## src/rtl/segway_pkg.sv

```systemverilog
// Shared constants and helpers for the segway wheel-speed math pipeline.
package segway_pkg;

  localparam logic [11:0] STEER_CLIP_LO = 12'h200;
  localparam logic [11:0] STEER_CLIP_HI = 12'hE00;
  localparam logic [11:0] STEER_MID     = 12'h7FF;

  typedef enum logic [1:0] {
    SLEW_TRACK,
    SLEW_UP,
    SLEW_DOWN
  } slew_e;

  // Clamp a sign-extended value into the signed range of a w-bit result.
  function automatic logic signed [31:0] sat_signed(input logic signed [31:0] v,
                                                    input int                 w);
    logic signed [31:0] hi;
    logic signed [31:0] lo;
    hi = (32'sd1 <<< (w - 1)) - 32'sd1;
    lo = -(32'sd1 <<< (w - 1));
    if (v > hi)      return hi;
    else if (v < lo) return lo;
    else             return v;
  endfunction

endpackage

```

## src/rtl/segway_math_pipe_wheel_shaper.sv

```systemverilog
// One wheel: dead-band shaping, power gating and saturation (stage 2),
// followed by the slew-limited speed register (stage 3).
module wheel_shaper
  import segway_pkg::*;
#(
  parameter int WIDTH           = 12,
  parameter int MIN_DUTY        = 'h3C0,
  parameter int LOW_TORQUE_BAND = 'h3C,
  parameter int GAIN_MULT       = 'h10,
  parameter int SLEW_STEP       = 0
) (
  input  logic                    clk,
  input  logic                    rst_n,
  input  logic                    i_vld1,
  input  logic                    i_pwr1,
  input  logic signed [WIDTH:0]   i_torque,
  input  logic                    i_vld2,
  output logic signed [WIDTH-1:0] o_spd,
  output logic signed [WIDTH-1:0] o_spd_nxt
);

  logic signed [31:0]      w_t;
  logic signed [31:0]      w_abs;
  logic signed [31:0]      w_shaped;
  logic signed [31:0]      w_sat;
  logic signed [31:0]      w_d;
  slew_e                   w_slew;
  logic signed [WIDTH-1:0] w_nxt;
  logic signed [WIDTH-1:0] r_tgt;
  logic signed [WIDTH-1:0] r_spd;
  logic                    r_pwr2;

  // NOTE: every always_comb output gets a default first so no path can infer a latch.
  always_comb begin
    w_t      = 32'(i_torque);
    w_abs    = (w_t < 0) ? -w_t : w_t;
    w_shaped = '0;
    if (i_pwr1) begin
      if (w_abs > LOW_TORQUE_BAND) w_shaped = (w_t < 0) ? w_t - MIN_DUTY : w_t + MIN_DUTY;
      else                         w_shaped = w_t * GAIN_MULT;
    end
    w_sat = sat_signed(w_shaped, WIDTH);
  end

  // NOTE: pure datapath registers are qualified by valid and need no reset; only state that
  // is observable or controls flow (speeds, valids, counter) is reset.
  always_ff @(posedge clk) begin
    if (i_vld1) begin
      r_tgt  <= WIDTH'(w_sat);
      r_pwr2 <= i_pwr1;
    end
  end

  always_comb begin
    w_d    = 32'(r_tgt) - 32'(r_spd);
    w_slew = SLEW_TRACK;
    if (SLEW_STEP != 0 && r_pwr2) begin
      if (w_d > SLEW_STEP)       w_slew = SLEW_UP;
      else if (w_d < -SLEW_STEP) w_slew = SLEW_DOWN;
    end
    case (w_slew)
      SLEW_UP:   w_nxt = WIDTH'(32'(r_spd) + SLEW_STEP);
      SLEW_DOWN: w_nxt = WIDTH'(32'(r_spd) - SLEW_STEP);
      default:   w_nxt = r_tgt;
    endcase
  end

  // NOTE: sequential state uses non-blocking assignments so every register samples pre-edge values.
  always_ff @(posedge clk) begin
    if (!rst_n)      r_spd <= '0;
    else if (i_vld2) r_spd <= w_nxt;
  end

  // The next value is exported so the over-speed counter updates on the same edge as the speed.
  assign o_spd_nxt = i_vld2 ? w_nxt : r_spd;
  assign o_spd     = r_spd;

endmodule

```

## src/rtl/segway_math_pipe.sv

```systemverilog
// Converts PID output, soft-start scale and steering pot into slew-limited signed
// left/right wheel speeds through a 3-stage valid-tagged pipeline.
module segway_math_pipe
  import segway_pkg::*;
#(
  parameter int WIDTH           = 12,
  parameter int MIN_DUTY        = 'h3C0,
  parameter int LOW_TORQUE_BAND = 'h3C,
  parameter int GAIN_MULT       = 'h10,
  parameter int STEER_GAIN      = 3,
  parameter int SLEW_STEP       = 0,
  parameter int TOO_FAST_THR    = 1792,
  parameter int TOO_FAST_CNT    = 4
) (
  input  logic                    clk,
  input  logic                    rst_n,
  input  logic                    vld_in,
  input  logic signed [WIDTH-1:0] PID_cntrl,
  input  logic        [7:0]       ss_tmr,
  input  logic        [11:0]      steer_pot,
  input  logic                    en_steer,
  input  logic                    pwr_up,
  output logic                    vld_out,
  output logic signed [WIDTH-1:0] lft_spd,
  output logic signed [WIDTH-1:0] rght_spd,
  output logic                    too_fast
);

  localparam int CNT_W = $clog2(TOO_FAST_CNT + 1);

  logic signed [WIDTH+8:0] w_prod;
  logic        [11:0]      w_clip;
  logic signed [31:0]      w_off;
  logic signed [31:0]      w_steer;
  logic signed [WIDTH:0]   w_lft;
  logic signed [WIDTH:0]   w_rght;
  logic signed [WIDTH-1:0] w_lft_nxt;
  logic signed [WIDTH-1:0] w_rght_nxt;
  logic                    w_over;

  logic                    r_vld1;
  logic                    r_vld2;
  logic                    r_vld3;
  logic                    r_en1;
  logic                    r_pwr1;
  logic signed [WIDTH:0]   r_pid_ss;
  logic signed [WIDTH:0]   r_steer;
  logic        [CNT_W-1:0] r_tf_cnt;

  // Stage 1: soft-start scaling and centred, clipped steer term.
  always_comb begin
    w_prod = (WIDTH+9)'(PID_cntrl) * (WIDTH+9)'($signed({1'b0, ss_tmr}));
    if (steer_pot < STEER_CLIP_LO)      w_clip = STEER_CLIP_LO;
    else if (steer_pot > STEER_CLIP_HI) w_clip = STEER_CLIP_HI;
    else                                w_clip = steer_pot;
    w_off   = $signed(32'(w_clip)) - $signed(32'(STEER_MID));
    w_steer = (w_off >>> 4) * STEER_GAIN;
  end

  always_ff @(posedge clk) begin
    if (vld_in) begin
      r_pid_ss <= (WIDTH+1)'(w_prod >>> 8);
      r_steer  <= (WIDTH+1)'(w_steer);
      r_en1    <= en_steer;
      r_pwr1   <= pwr_up;
    end
  end

  always_ff @(posedge clk) begin
    if (!rst_n) begin
      r_vld1 <= 1'b0;
      r_vld2 <= 1'b0;
      r_vld3 <= 1'b0;
    end else begin
      r_vld1 <= vld_in;
      r_vld2 <= r_vld1;
      r_vld3 <= r_vld2;
    end
  end

  // Stage 2 torque split; sum and difference wrap at WIDTH+1 bits.
  always_comb begin
    w_lft  = r_en1 ? r_pid_ss + r_steer : r_pid_ss;
    w_rght = r_en1 ? r_pid_ss - r_steer : r_pid_ss;
  end

  wheel_shaper #(
    .WIDTH(WIDTH), .MIN_DUTY(MIN_DUTY), .LOW_TORQUE_BAND(LOW_TORQUE_BAND),
    .GAIN_MULT(GAIN_MULT), .SLEW_STEP(SLEW_STEP)
  ) u_lft (
    .clk(clk), .rst_n(rst_n), .i_vld1(r_vld1), .i_pwr1(r_pwr1), .i_torque(w_lft),
    .i_vld2(r_vld2), .o_spd(lft_spd), .o_spd_nxt(w_lft_nxt)
  );

  wheel_shaper #(
    .WIDTH(WIDTH), .MIN_DUTY(MIN_DUTY), .LOW_TORQUE_BAND(LOW_TORQUE_BAND),
    .GAIN_MULT(GAIN_MULT), .SLEW_STEP(SLEW_STEP)
  ) u_rght (
    .clk(clk), .rst_n(rst_n), .i_vld1(r_vld1), .i_pwr1(r_pwr1), .i_torque(w_rght),
    .i_vld2(r_vld2), .o_spd(rght_spd), .o_spd_nxt(w_rght_nxt)
  );

  assign w_over = (32'(w_lft_nxt) > TOO_FAST_THR) || (32'(w_rght_nxt) > TOO_FAST_THR);

  // Saturating run-length of consecutive over-threshold valid outputs.
  always_ff @(posedge clk) begin
    if (!rst_n) begin
      r_tf_cnt <= '0;
    end else if (r_vld2) begin
      if (!w_over)                                 r_tf_cnt <= '0;
      else if (r_tf_cnt != CNT_W'(TOO_FAST_CNT))   r_tf_cnt <= r_tf_cnt + 1'b1;
    end
  end

  assign too_fast = (r_tf_cnt == CNT_W'(TOO_FAST_CNT));
  assign vld_out  = r_vld3;

endmodule

```

## config.mk

```make
export PLATFORM = sky130hd
export DESIGN_NAME = segway_math_pipe
export DESIGN_NICKNAME = d
export VERILOG_FILES = /design/src/rtl/segway_pkg.sv /design/src/rtl/segway_math_pipe_wheel_shaper.sv /design/src/rtl/segway_math_pipe.sv
export SDC_FILE = /design/constraint.sdc
export NUM_CORES = 1
export LEC_CHECK = 0
export ABC_AREA = 1
export ABC_CLOCK_PERIOD_IN_PS = 6900
export CORE_ASPECT_RATIO = 0.5
export CORE_UTILIZATION = 60
export DETAILED_ROUTE_END_ITERATION = 7
export PLACE_DENSITY_LB_ADDON = 0.05
export SYNTH_ARGS = -nofsm -noshare
export SYNTH_HDL_FRONTEND = slang
export SYNTH_HIERARCHICAL = 1
export SYNTH_SLANG_ARGS = --single-unit
export TNS_END_PERCENT = 1
```

## constraint.sdc

```tcl
create_clock -name clk -period 6.9 [get_ports clk]
set_input_delay 1.035 -clock clk [delete_from_list [all_inputs] [get_ports clk]]
set_output_delay 1.035 -clock clk [all_outputs]
set_load 0.05 [all_outputs]
```

After elaboration in Yosys (flattened, before gate mapping)
Cells that the tools add are included.
{ "op_classes": {"add_sub_neg": 10, "n_mul": 2, "magnitude_cmp": 12, "eq_ne": 3, "muxes": 18, "reduce_logical": 2} }
{ "op_table": {"columns": ["operator", "count"], "rows": [
  ["$mux 32", 8],
  ["$mux 12", 6],
  ["$gt 32x12->1 const B", 2],
  ["$gt 32x7->1 const B", 2],
  ["$lt 32x12->1 const B", 2],
  ["$neg 13->32", 2],
  ["$gt 12x12->1 const B", 3],
  ["$add 13x11->14 const B", 2],
  ["$sub 13x11->14 const B", 2],
  ["$lt 13x1->1 const B", 2],
  ["$mux 13", 2],
  ["$mul 12x9->21", 1],
  ["$add 13x13->13", 1],
  ["$sub 12x11->13 const B", 1],
  ["$sub 13x13->13", 1],
  ["$lt 12x10->1 const B", 1],
  ["$mul 9x3->12 const B", 1],
  ["$mux 3", 2],
  ["$add 3x1->3 const B", 1],
  ["$eq 3x3->1 const B", 1],
  ["$ne 3x3->1 const B", 1],
  ["$ne 2x1->1 const B", 1],
  ["$reduce_and 2->1", 1],
  ["$logic_or 1x1->1", 1]
]} }
{ "word_totals": {"reg_bits": 82, "input_bits": 37, "out_inout_bits": 26, "wordCells": 59} }

Depth between registers and ports, before layout
Gate-level depths: netlist (run 1).
{ "depth": {"ltp_word": 9, "depth_mapped": 28, "ltp_nobuf": 26} }

Hierarchy
The synthesis (run 1) kept the hierarchy.
{ "modules_own_cells": {"columns": ["mod", "instances", "cells_per_inst", "area_each_um2", "seq_area_each_um2"], "rows": [
  ["segway_math_pipe", 1, 974, 7008.0, 930.9],
  ["wheel_shaper", 2, 252, 1750.4, 600.6]
]} }

Least setup slack after synthesis (run 1)
Ideal clock, no wire load.
{ "synth_path": {"path_kind": "input-to-reg", "startpoint": "in ss_tmr[0]", "endpoint": "reg r_pid_ss[12], data pin", "setup_time_ns": 0.252, "arrival_ns": 4.948, "t_required_ns": 6.648, "slack_ns": 1.700, "path_stages": 16, "path_buffers": 1, "path_cell_list": "clkbuf_1 nand2_1 fa_1 inv_1 fa_1 inv_1 fa_1 fa_1 inv_1 ha_1 a21oi_1 o21bai_1 a211oi_1 nand2_1 nand2_1 nand2_1"} }
{ "synth_via": {"elab_chain_len": 1} }
{ "synth_rtl": {"columns": ["item", "line", "source"], "rows": [
  ["from (decl)", "segway_math_pipe.sv:19", "input logic [7:0] ss_tmr,"],
  ["$mul 12x9->21", "segway_math_pipe.sv:52", "w_prod = (WIDTH+9)'(PID_cntrl) * (WIDTH+9)'($signed({1'b0, ss_tmr}));"],
  ["net w_prod[20]", "segway_math_pipe.sv:31", "logic signed [WIDTH+8:0] w_prod;"],
  ["to (signal assigned)", "segway_math_pipe.sv:62", "r_pid_ss <= (WIDTH+1)'(w_prod >>> 8);"],
  ["to (decl)", "segway_math_pipe.sv:46", "logic signed [WIDTH:0] r_pid_ss;"]
]} }
The timed path passes the listed nets, and every way through them passes these cells.
A chain may end at the register's enable or synchronous reset.

Final worst setup path (run 1)
{ "layout_path": {"startpoint": "in ss_tmr[1]", "endpoint": "reg r_pid_ss[12], data pin"} }
Same word-level chain as after synthesis.

==> metrics.txt, run 1 <==
postcts setup bufs=0; drt drc=0; clock root cell=clkbuf_16; Rows=33; worst slew pin tran=0.960 ns; gpl congestion=0.917; commonest register cell after synthesis=edfxtp_1; Crit. End Element=flop; Max VDD drop=0.000195 V; via/cell ratio=5.31; Die Span X=189 um; share of layout cells above drive strength 1=0.0645; Synth Cell Area=10500 um^2; worst skew pair latency=0.34 ns; worst path arrival time=5.74 ns; global-route wire length before repair=39000 um; vias=9267; data required time of the worst path=7.00 ns; post-DP HPWL=19200 um; post-synthesis instance total=1478; worst hold path class=flop to flop; core area=16800 um^2; Seq/Total Area, Yosys=0.203; CTS tree=done; R2R cell count=21; worst slew slack as a fraction of its limit=0.359; nets=1729; DRT iter0 DRCs=565; drt first pass iters=5; CP Launch Type=input port; wire per inst=13.1 um; CTS sink cnt=81; gr ovfl total=0; number of inserted diodes=0; vias in the first global route=8668; Final WS setup=1.26 ns; Die H=95.6 um; Seq cells post-synth=81; final wirelength=22900 um; Overall Global Routing Usage=0.269; worst-path fanout max=12; Hold Crit Depth=2; Worst Clk Skew=0.00720 ns; Reg clk slew, reported paths=0.07 ns; Pleak=6.14 nW; post-synthesis cell type count=47; RSZ-0062 raised after global routing=false; f_max=0.177 GHz; initial antenna violation count=0; status=complete, no violations; Setup TNS Final=0 ns; number of CTS-inserted buffers=9; io pins=63; largest net degree at the start of global routing=31; Die Footprint=18100 um^2; fin crit share=0.817; Avg Cell Area, Syn=7.11 um^2; number of I/O port buffers=62; final setup vio count=0; Post-synth ARST share=0; Post-synth EDFFs=51; Final min period=5.64 ns; htree depth=3; area grow syn2layout=10.1%; Initial Utilization=0.627; count of pins over their slew limit=0; # hold bufs at CTS=0; hold violation count in the final report=0; Clock Tree Buf Depth=2; Synth warnings=6; Post-DRT Antenna Nets=0; Setup CP Type=input port to flop; Mapped Nets=1693; Setup WS pre-CTS=0.906 ns; # resized after CTS=0; pwr dens=449 nW/um^2; Max-Cap Viols=0
logic make-up (layout without fill, tap and decap cells):
logic type	count (synthesis)	count (layout)	share of synthesized area
AO/OA/AOI/OAI	180	180	0.0966
XOR/XNOR	36	36	0.0300
adder cells (fa/ha/maj)	178	178	0.271
buffers and inverters	333	374	0.123
flip-flops	81	81	0.203
AND/OR/NAND/NOR	670	670	0.277
cells in the final DEF (no fill, tap or decap), types with 11 or more instances in the layout:
master and n:
nor2_1 78, inv_1 269, nand4_1 13, edfxtp_1 51
fa_1 82, inv_2 21, clkdlybuf4s50_1 62, nand2_1 434
ha_1 96, nand3_1 77, o21ai_0 43, xor2_1 24
clkbuf_16 11, xnor2_1 12, a21oi_1 80, nand2_2 17
o22ai_1 15, o21ai_1 11, nor3_1 13, dfxtp_1 30
critical path, cell delays in order:
cell             delay (ns)
clkdlybuf4s50_1        0.73
nand2_1                0.20
fa_1                   0.68
inv_1                  0.16
fa_1                   0.51
fa_1                   0.49
inv_1                  0.05
fa_1                   0.52
inv_1                  0.04
ha_1                   0.35
nand2_1                0.14
inv_1                  0.07
a21oi_1                0.24
nor2_1                 0.07
a211oi_1               0.26
nand2_1                0.09
nand2_1                0.07
nand2_1                0.04
synthesized netlist by cell type (3+ instances only):
cell	instances	area share
nand2_1	434	0.16
inv_1	269	0.096
ha_1	96	0.11
fa_1	82	0.16
a21oi_1	80	0.038
nor2_1	78	0.028
nand3_1	77	0.037
edfxtp_1	51	0.15
o21ai_0	43	0.020
dfxtp_1	30	0.057
clkbuf_1	24	0.0086
xor2_1	24	0.020
inv_2	21	0.0075
nand2_2	17	0.010
o22ai_1	15	0.0089
nand4_1	13	0.0077
nor3_1	13	0.0062
xnor2_1	12	0.010
o21ai_1	11	0.0052
nand3_2	10	0.0095
nor2_2	10	0.0060
buf_2	6	0.0029
nor2_4	6	0.0064
a21o_1	4	0.0029
a31oi_1	4	0.0024
buf_4	4	0.0029
clkbuf_2	4	0.0019
o21bai_1	4	0.0029
clkinv_1	3	0.0011
nand2_4	3	0.0032
o211ai_1	3	0.0021
o21a_1	3	0.0021
o21ai_2	3	0.0025
or2_2	3	0.0018
report_power, final:
| part | leakage [nW] | internal, mW | switching (mW) | total (mW) |
|---|---|---|---|---|
| registers | 0.733 | 0.778 | 0.0798 | 0.858 |
| logic | 5.25 | 1.37 | 2.46 | 3.83 |
| clock network | 0.162 | 0.303 | 0.201 | 0.504 |
| total | 6.14 | 2.45 | 2.74 | 5.19 |
path summary, 6_finish.rpt:
kind                                                 from                      endpoint  slack, ns
worst max-delay path                            ss_tmr[1]        r_pid_ss[12]$_DFFE_PP_       1.26
worst min-delay path            u_lft/o_spd[5]$_SDFF_PN0_     u_lft/o_spd[5]$_SDFF_PN0_       0.48
worst max register to register      r_pid_ss[0]$_DFFE_PP_  u_lft/r_tgt[7]$_SDFFCE_PN1P_       2.28
worst min register to register  u_lft/o_spd[5]$_SDFF_PN0_     u_lft/o_spd[5]$_SDFF_PN0_       0.48
through the flow:
step / instances / cell area [um^2] / hold slack [ns] / power (mW) / util
global placement: 1730 / 11200 / 0.473 / 4.55 / 0.671
floorplan: 1478 / 10500 / 0.458 / 3.88 / -
finish: 1746 / 11600 / 0.483 / 5.19 / 0.690
global route: 1746 / 11600 / 0.505 / 5.79 / 0.690
detailed placement: 1730 / 11200 / 0.477 / 4.64 / 0.671
CTS: 1746 / 11600 / 0.488 / 5.17 / 0.690
metal layers:
| metal | track usage | vias to the layer above | wire length [um] |
|---|---|---|---|
| li1 | - | 4689 | - |
| met1 | 0.341 | 4220 | 10400 |
| met2 | 0.484 | 312 | 10800 |
| met3 | 0.0287 | 46 | 1270 |
| met4 | 0.0887 | 0 | 449 |
| met5 | 0 | - | 0 |
area by class of cell:
type | instances | area [um^2]
Clock buffer | 12 | 289
Inverter | 293 | 1100
Multi-Input combinational cell | 1064 | 7080
Sequential cell | 81 | 2130
Fill cell | 1408 | 5190
Timing Repair Buffer | 65 | 643
Tap cell | 227 | 284
Clock inverter | 4 | 37.5
state kept, by name, indices dropped and copies added (netlist names), 3 cells and up:
name	flops
r_pid_ss	13
r_steer	12
r_tf_cnt	3
u_lft/o_spd	12
u_lft/r_tgt	12
u_rght/o_spd	12
u_rght/r_tgt	12
Note: power is estimated with default switching activity, not from simulation.
==> run 2, diff against run 1 <==
ABC_CLOCK_PERIOD_IN_PS = 5600   (was 6900)
clock period = 5.6 ns   (was 6.9 ns; I/O delays follow)
==> run 2 against run 1 <==
Compared with the run above:
- power up 24%
- worst hold slack better by 0.0022 ns
- non-clock buffer count up 9
- global-route usage up 0.096 points
- critical path depth unchanged
- flip-flop and latch count unchanged
- sequential power up 24%
- clock skew up 0.0051 ns
- design area up 0.58%
==> metrics.txt, run 2 (synthesized netlist as in run 1, its figures left out) <==
status=complete, no violations; Die H=95.6 um; Max stage delay on crit path=0.61 ns; cell-internal power=3.04 mW; CTS tree=done; # hold bufs at CTS=0; Die Footprint=18100 um^2; commonest non-fill, non-tap cell in the layout=nand2_1; dpl cells=1739; Sw Ratio=0.526; Max-Cap Viols=0; f_max=0.193 GHz; CTS sink cnt=81; number of CTS-inserted buffers=9; Max VDD drop=0.000245 V; Clk pwr share=0.098; vias in the first global route=8747; WP buf/inv=5; number of I/O port buffers=62; # resized after CTS=0; Clock Tree Buf Depth=2; nets=1738; most frequent cells in the layout=nand2_1 (434), inv_1 (269), ha_1 (96), fa_1 (82), a21oi_1 (80); fin util=0.694; io pins=63; final setup vio count=0; drt first pass iters=5; worst path arrival time=5.26 ns; count of pins over their slew limit=0; sw power=3.38 mW; CP delay by family, top=adder cells; Most flops, register=r_pid_ss; Final min period=5.17 ns; post-DP HPWL=19300 um; CP max stage cell=clkdlybuf4s50_1; Stages on worst setup path=18; largest net degree at the start of global routing=31; Initial Utilization=0.627; fin crit share=0.923; Die Span X=189 um; worst hold path class=flop to flop; worst skew pair latency=0.34 ns; Pleak=6.18 nW; hold violation count in the final report=0; final wirelength=23200 um; Crit. End Element=flop; FF+latch area=2130 um^2; worst slew slack as a fraction of its limit=0.356; CP Launch Type=input port; RSZ-0062 raised after global routing=false; Overall Global Routing Usage=0.270; Setup TNS Final=0 ns; global-route wire length before repair=39600 um; Power Total=6.41 mW; Reg clk slew, reported paths=0.06 ns; Worst Clk Skew=0.0123 ns; worst-path fanout max=8; pwr dens=551 nW/um^2; Hold Crit Depth=2; CP Cell Sequence=clkdlybuf4s50_1 -> nand2_1 -> fa_1 -> buf_4 -> fa_1 -> inv_1 -> fa_1 -> inv_1 -> fa_1 -> inv_1 -> ha_1 -> a21o_1 -> a21oi_1 -> nor2_1 -> a211oi_1 -> nand2_1 -> nand2_1 -> nand2_1; via/cell ratio=5.23; number of inserted diodes=0; core area=16800 um^2; clock root cell=clkbuf_16; worst slew pin tran=0.965 ns; Post-DRT Antenna Nets=0; Setup CP Type=input port to flop; fillers=1448; max reg flops=13; share of layout cells above drive strength 1=0.0700; FF-to-FF setup slack=1.21 ns; fin cells=1755; DRT iter0 DRCs=499; data required time of the worst path=5.69 ns; htree depth=3; combinational power share=0.737; initial antenna violation count=0; R2R cell count=21; postcts setup bufs=0; area grow syn2layout=10.7%; vias=9174; gr ovfl total=0; drt drc=0; Multi-input gate area=7080 um^2; wire per inst=13.2 um; gpl congestion=0.974; Seq pwr share=0.165; Rows=33
==> run 2: cell count changes in the layout (fill, tap and decap cells not counted), sizes merged <==
| cell | before | now |
|---|---|---|
| buf | 3 | 12 |
==> run 2: final cells by class <==
class	instances	share of cell area
Multi-Input combinational cell	1064	0.609
Sequential cell	81	0.183
Inverter	293	0.0945
Timing Repair Buffer	74	0.0611
Clock buffer	12	0.0248
Tap cell	227	0.0244
Clock inverter	4	0.00323
==> run 2: routing by layer <==
layer,global-route usage,routed length [um],vias to the layer above
met3,0.0294,833,41
met2,0.484,11000,221
met4,0.0833,484,0
met1,0.346,10900,4204
li1,-,-,4708
met5,0,0,-
==> run 2: final timing paths <==
| check | startpoint | endpoint |
|---|---|---|
| setup / recovery | PID_cntrl[11] | r_pid_ss[12]$_DFFE_PP_ |
| hold reg to reg | u_lft/o_spd[6]$_SDFF_PN0_ | u_lft/o_spd[6]$_SDFF_PN0_ |
| hold / removal | u_lft/o_spd[6]$_SDFF_PN0_ | u_lft/o_spd[6]$_SDFF_PN0_ |
| setup reg to reg | r_pid_ss[6]$_DFFE_PP_ | u_rght/r_tgt[10]$_SDFFCE_PN1P_ |
==> run 2: worst min-delay path, cell delays in order, from the launching register on <==
cell,delay (ns)
dfxtp_1,0.31
nand2_1,0.07
a21oi_1,0.06
==> run 2: power groups by stage <==
stage | Clock (mW) | Sequential [mW] | Combinational (mW)
final | 0.628 | 1.06 | 4.72
after global routing | 0.665 | 1.08 | 5.39
after CTS | 0.640 | 1.06 | 4.69
after detailed placement | 0 | 1.07 | 4.67
after global placement | 0 | 1.06 | 4.58
after floorplan | 0 | 1.08 | 3.70
==> run 2: metrics by stage <==
step                hold WS [ns]  instance area (um^2)  setup WS, ns
floorplan                  0.458                 10500         0.595
global placement           0.471                 11300         0.188
detailed placement         0.476                 11300         0.112
CTS                        0.486                 11600         0.461
global route               0.503                 11600         0.119
finish                     0.486                 11600         0.429
==> run 3, diff against run 2 <==
==> constraint.sdc (replaced) <==
create_clock -name clk -period 5.6 [get_ports clk]
set_input_delay 1.12 -clock clk [delete_from_list [all_inputs] [get_ports clk]]
set_output_delay 1.12 -clock clk [all_outputs]
set_load 0.05 [all_outputs]
==> run 3 against run 2 <==
Compared with the run above:
- setup slack worse by 0.12 ns
- power is 2.1% higher
- flip-flop and latch count stayed put
- routed wire length hardly changed
- combinational power is 4% higher
- maximum frequency is 2.3% lower
- first-iteration DRC count is 4.0% lower
- clock power is 4.1% lower
- sequential share of layout area is 0.20 points lower
- die area stayed put
==> metrics.txt, run 3 (synthesized netlist as in run 1, its figures left out) <==
status=complete, no violations; Die Footprint=18100 um^2; pwr dens=557 nW/um^2; Clock Tree Buf Depth=2; global-route wire length before repair=39600 um; hold violation count in the final report=0; largest net degree at the start of global routing=31; R2R Path Start=r_pid_ss[9]$_DFFE_PP_; Setup TNS Final=0 ns; CTS tree=done; fin cells=1775; clock root cell=clkbuf_16; number of I/O port buffers=62; Max stage delay on crit path=0.59 ns; final setup vio count=0; vias=9356; R2R cell count=23; worst skew pair latency=0.35 ns; Post-DRT Antenna Nets=0; commonest non-fill, non-tap cell in the layout=nand2_1; f_max=0.189 GHz; RSZ-0062 raised after global routing=false; CP Launch Type=input port; gpl congestion=0.983; worst hold path class=flop to flop; Rows=33; RR Endpoint=u_lft/r_tgt[9]$_SDFFCE_PN1P_; Worst Clk Skew=0.00872 ns; Overall Global Routing Usage=0.271; Final min period=5.29 ns; core area=16800 um^2; data required time of the worst path=5.71 ns; CP Cell Sequence=clkdlybuf4s50_1 -> buf_4 -> nand2_1 -> inv_1 -> fa_1 -> inv_1 -> fa_1 -> fa_1 -> fa_1 -> inv_1 -> ha_1 -> a21oi_1 -> o21bai_1 -> a211oi_1 -> nand2_1 -> nand2_1 -> nand2_1; FF+latch area=2130 um^2; number of CTS-inserted buffers=9; drt drc=0; worst-path fanout max=5; share of layout cells above drive strength 1=0.0820; worst slew pin tran=0.950 ns; drt first pass iters=5; fin crit share=0.945; # resized after CTS=0; number of inserted diodes=0; Die H=95.6 um; Multi-input gate area=7080 um^2; FF-to-FF setup slack=1.18 ns; nets=1758; Crit. End Element=flop; Most flops, register=r_pid_ss; postcts setup bufs=0; htree depth=3; worst slew slack as a fraction of its limit=0.366; Setup CP Type=input port to flop; vias in the first global route=8732; CTS sink cnt=81; final wirelength=23200 um; Hold Crit Depth=2; worst path arrival time=5.40 ns; count of pins over their slew limit=0; area grow syn2layout=11.9%; Min Hold Slack=0.487 ns; fillers=1446; most frequent cells in the layout=nand2_1 (434), inv_1 (269), ha_1 (96), fa_1 (82), a21oi_1 (80); worst-case hold path end point=u_lft/o_spd[10]$_SDFF_PN0_; max reg flops=13; post-DP HPWL=19300 um; initial antenna violation count=0; Die Span X=189 um; dpl cells=1759; CP max stage cell=fa_1; io pins=63; Initial Utilization=0.627; Max VDD drop=0.000248 V; # hold bufs at CTS=0; DRT iter0 DRCs=479; wire per inst=13.1 um; Pleak=6.27 nW; Max-Cap Viols=0; gr ovfl total=0; via/cell ratio=5.27; Reg clk slew, reported paths=0.07 ns; hold_sp=u_lft/o_spd[10]$_SDFF_PN0_
run 3: cell types whose count changed in the layout (fill, tap and decap cells not counted), sizes merged:
| cell | previous run | this run |
|---|---|---|
| clkinv | 5 | 3 |
| inv | 292 | 296 |
| buf | 12 | 32 |
| clkbuf | 12 | 10 |
run 3: critical path, delay by kind of cell:
kind	cells	cell delay, ns
AOI/OAI and AO/OA	3	0.59
adders and majority gates	5	2.47
buffers and inverters	5	0.92
and+or+nand+nor	4	0.29
run 3: worst max path at each step:
stage / from / end / depth (start not counted)
2_1_floorplan: ss_tmr[0] / r_pid_ss[12]$_DFFE_PP_ / 16
3_3_place_gp: PID_cntrl[11] / r_pid_ss[12]$_DFFE_PP_ / 17
3_5_place_dp: PID_cntrl[11] / r_pid_ss[12]$_DFFE_PP_ / 17
4_1_cts: PID_cntrl[11] / r_pid_ss[12]$_DFFE_PP_ / 17
5_1_grt: ss_tmr[5] / r_pid_ss[10]$_DFFE_PP_ / 18
6_report: PID_cntrl[11] / r_pid_ss[12]$_DFFE_PP_ / 17
run 3: stage by stage:
step | worst slack [ns] | cell area (um^2) | power, mW | utilization
final | 0.306 | 11800 | 6.55 | 0.702
after global routing | 0.0803 | 11800 | 7.27 | 0.702
after CTS | 0.295 | 11800 | 6.54 | 0.702
after detailed placement | -0.0664 | 11500 | 5.90 | 0.684
after global placement | 0.0237 | 11500 | 5.78 | 0.684
after floorplan | 0.315 | 10500 | 4.78 | -
run 3: metal layers:
layer	GRT usage	up-vias	wire length, um	part of all wire
met5	0	-	0	0
met4	0.0773	0	360	0.016
met3	0.0298	32	984	0.042
met2	0.492	270	11200	0.48
met1	0.347	4312	10700	0.46
li1	-	4742	-	-
run 3: power by group:
part | total [mW] | internal [mW] | switching [mW]
Sequential | 1.06 | 0.959 | 0.101
Combinational | 4.89 | 1.84 | 3.05
Clock | 0.602 | 0.337 | 0.265
Total | 6.55 | 3.14 | 3.41
run 3: layout make-up:
cell class | instances | share of cell area
Sequential cell | 81 | 0.181
Multi-Input combinational cell | 1064 | 0.602
Clock buffer | 10 | 0.0213
Inverter | 293 | 0.0935
Timing Repair Buffer | 94 | 0.0732
Tap cell | 227 | 0.0241
Clock inverter | 6 | 0.00447
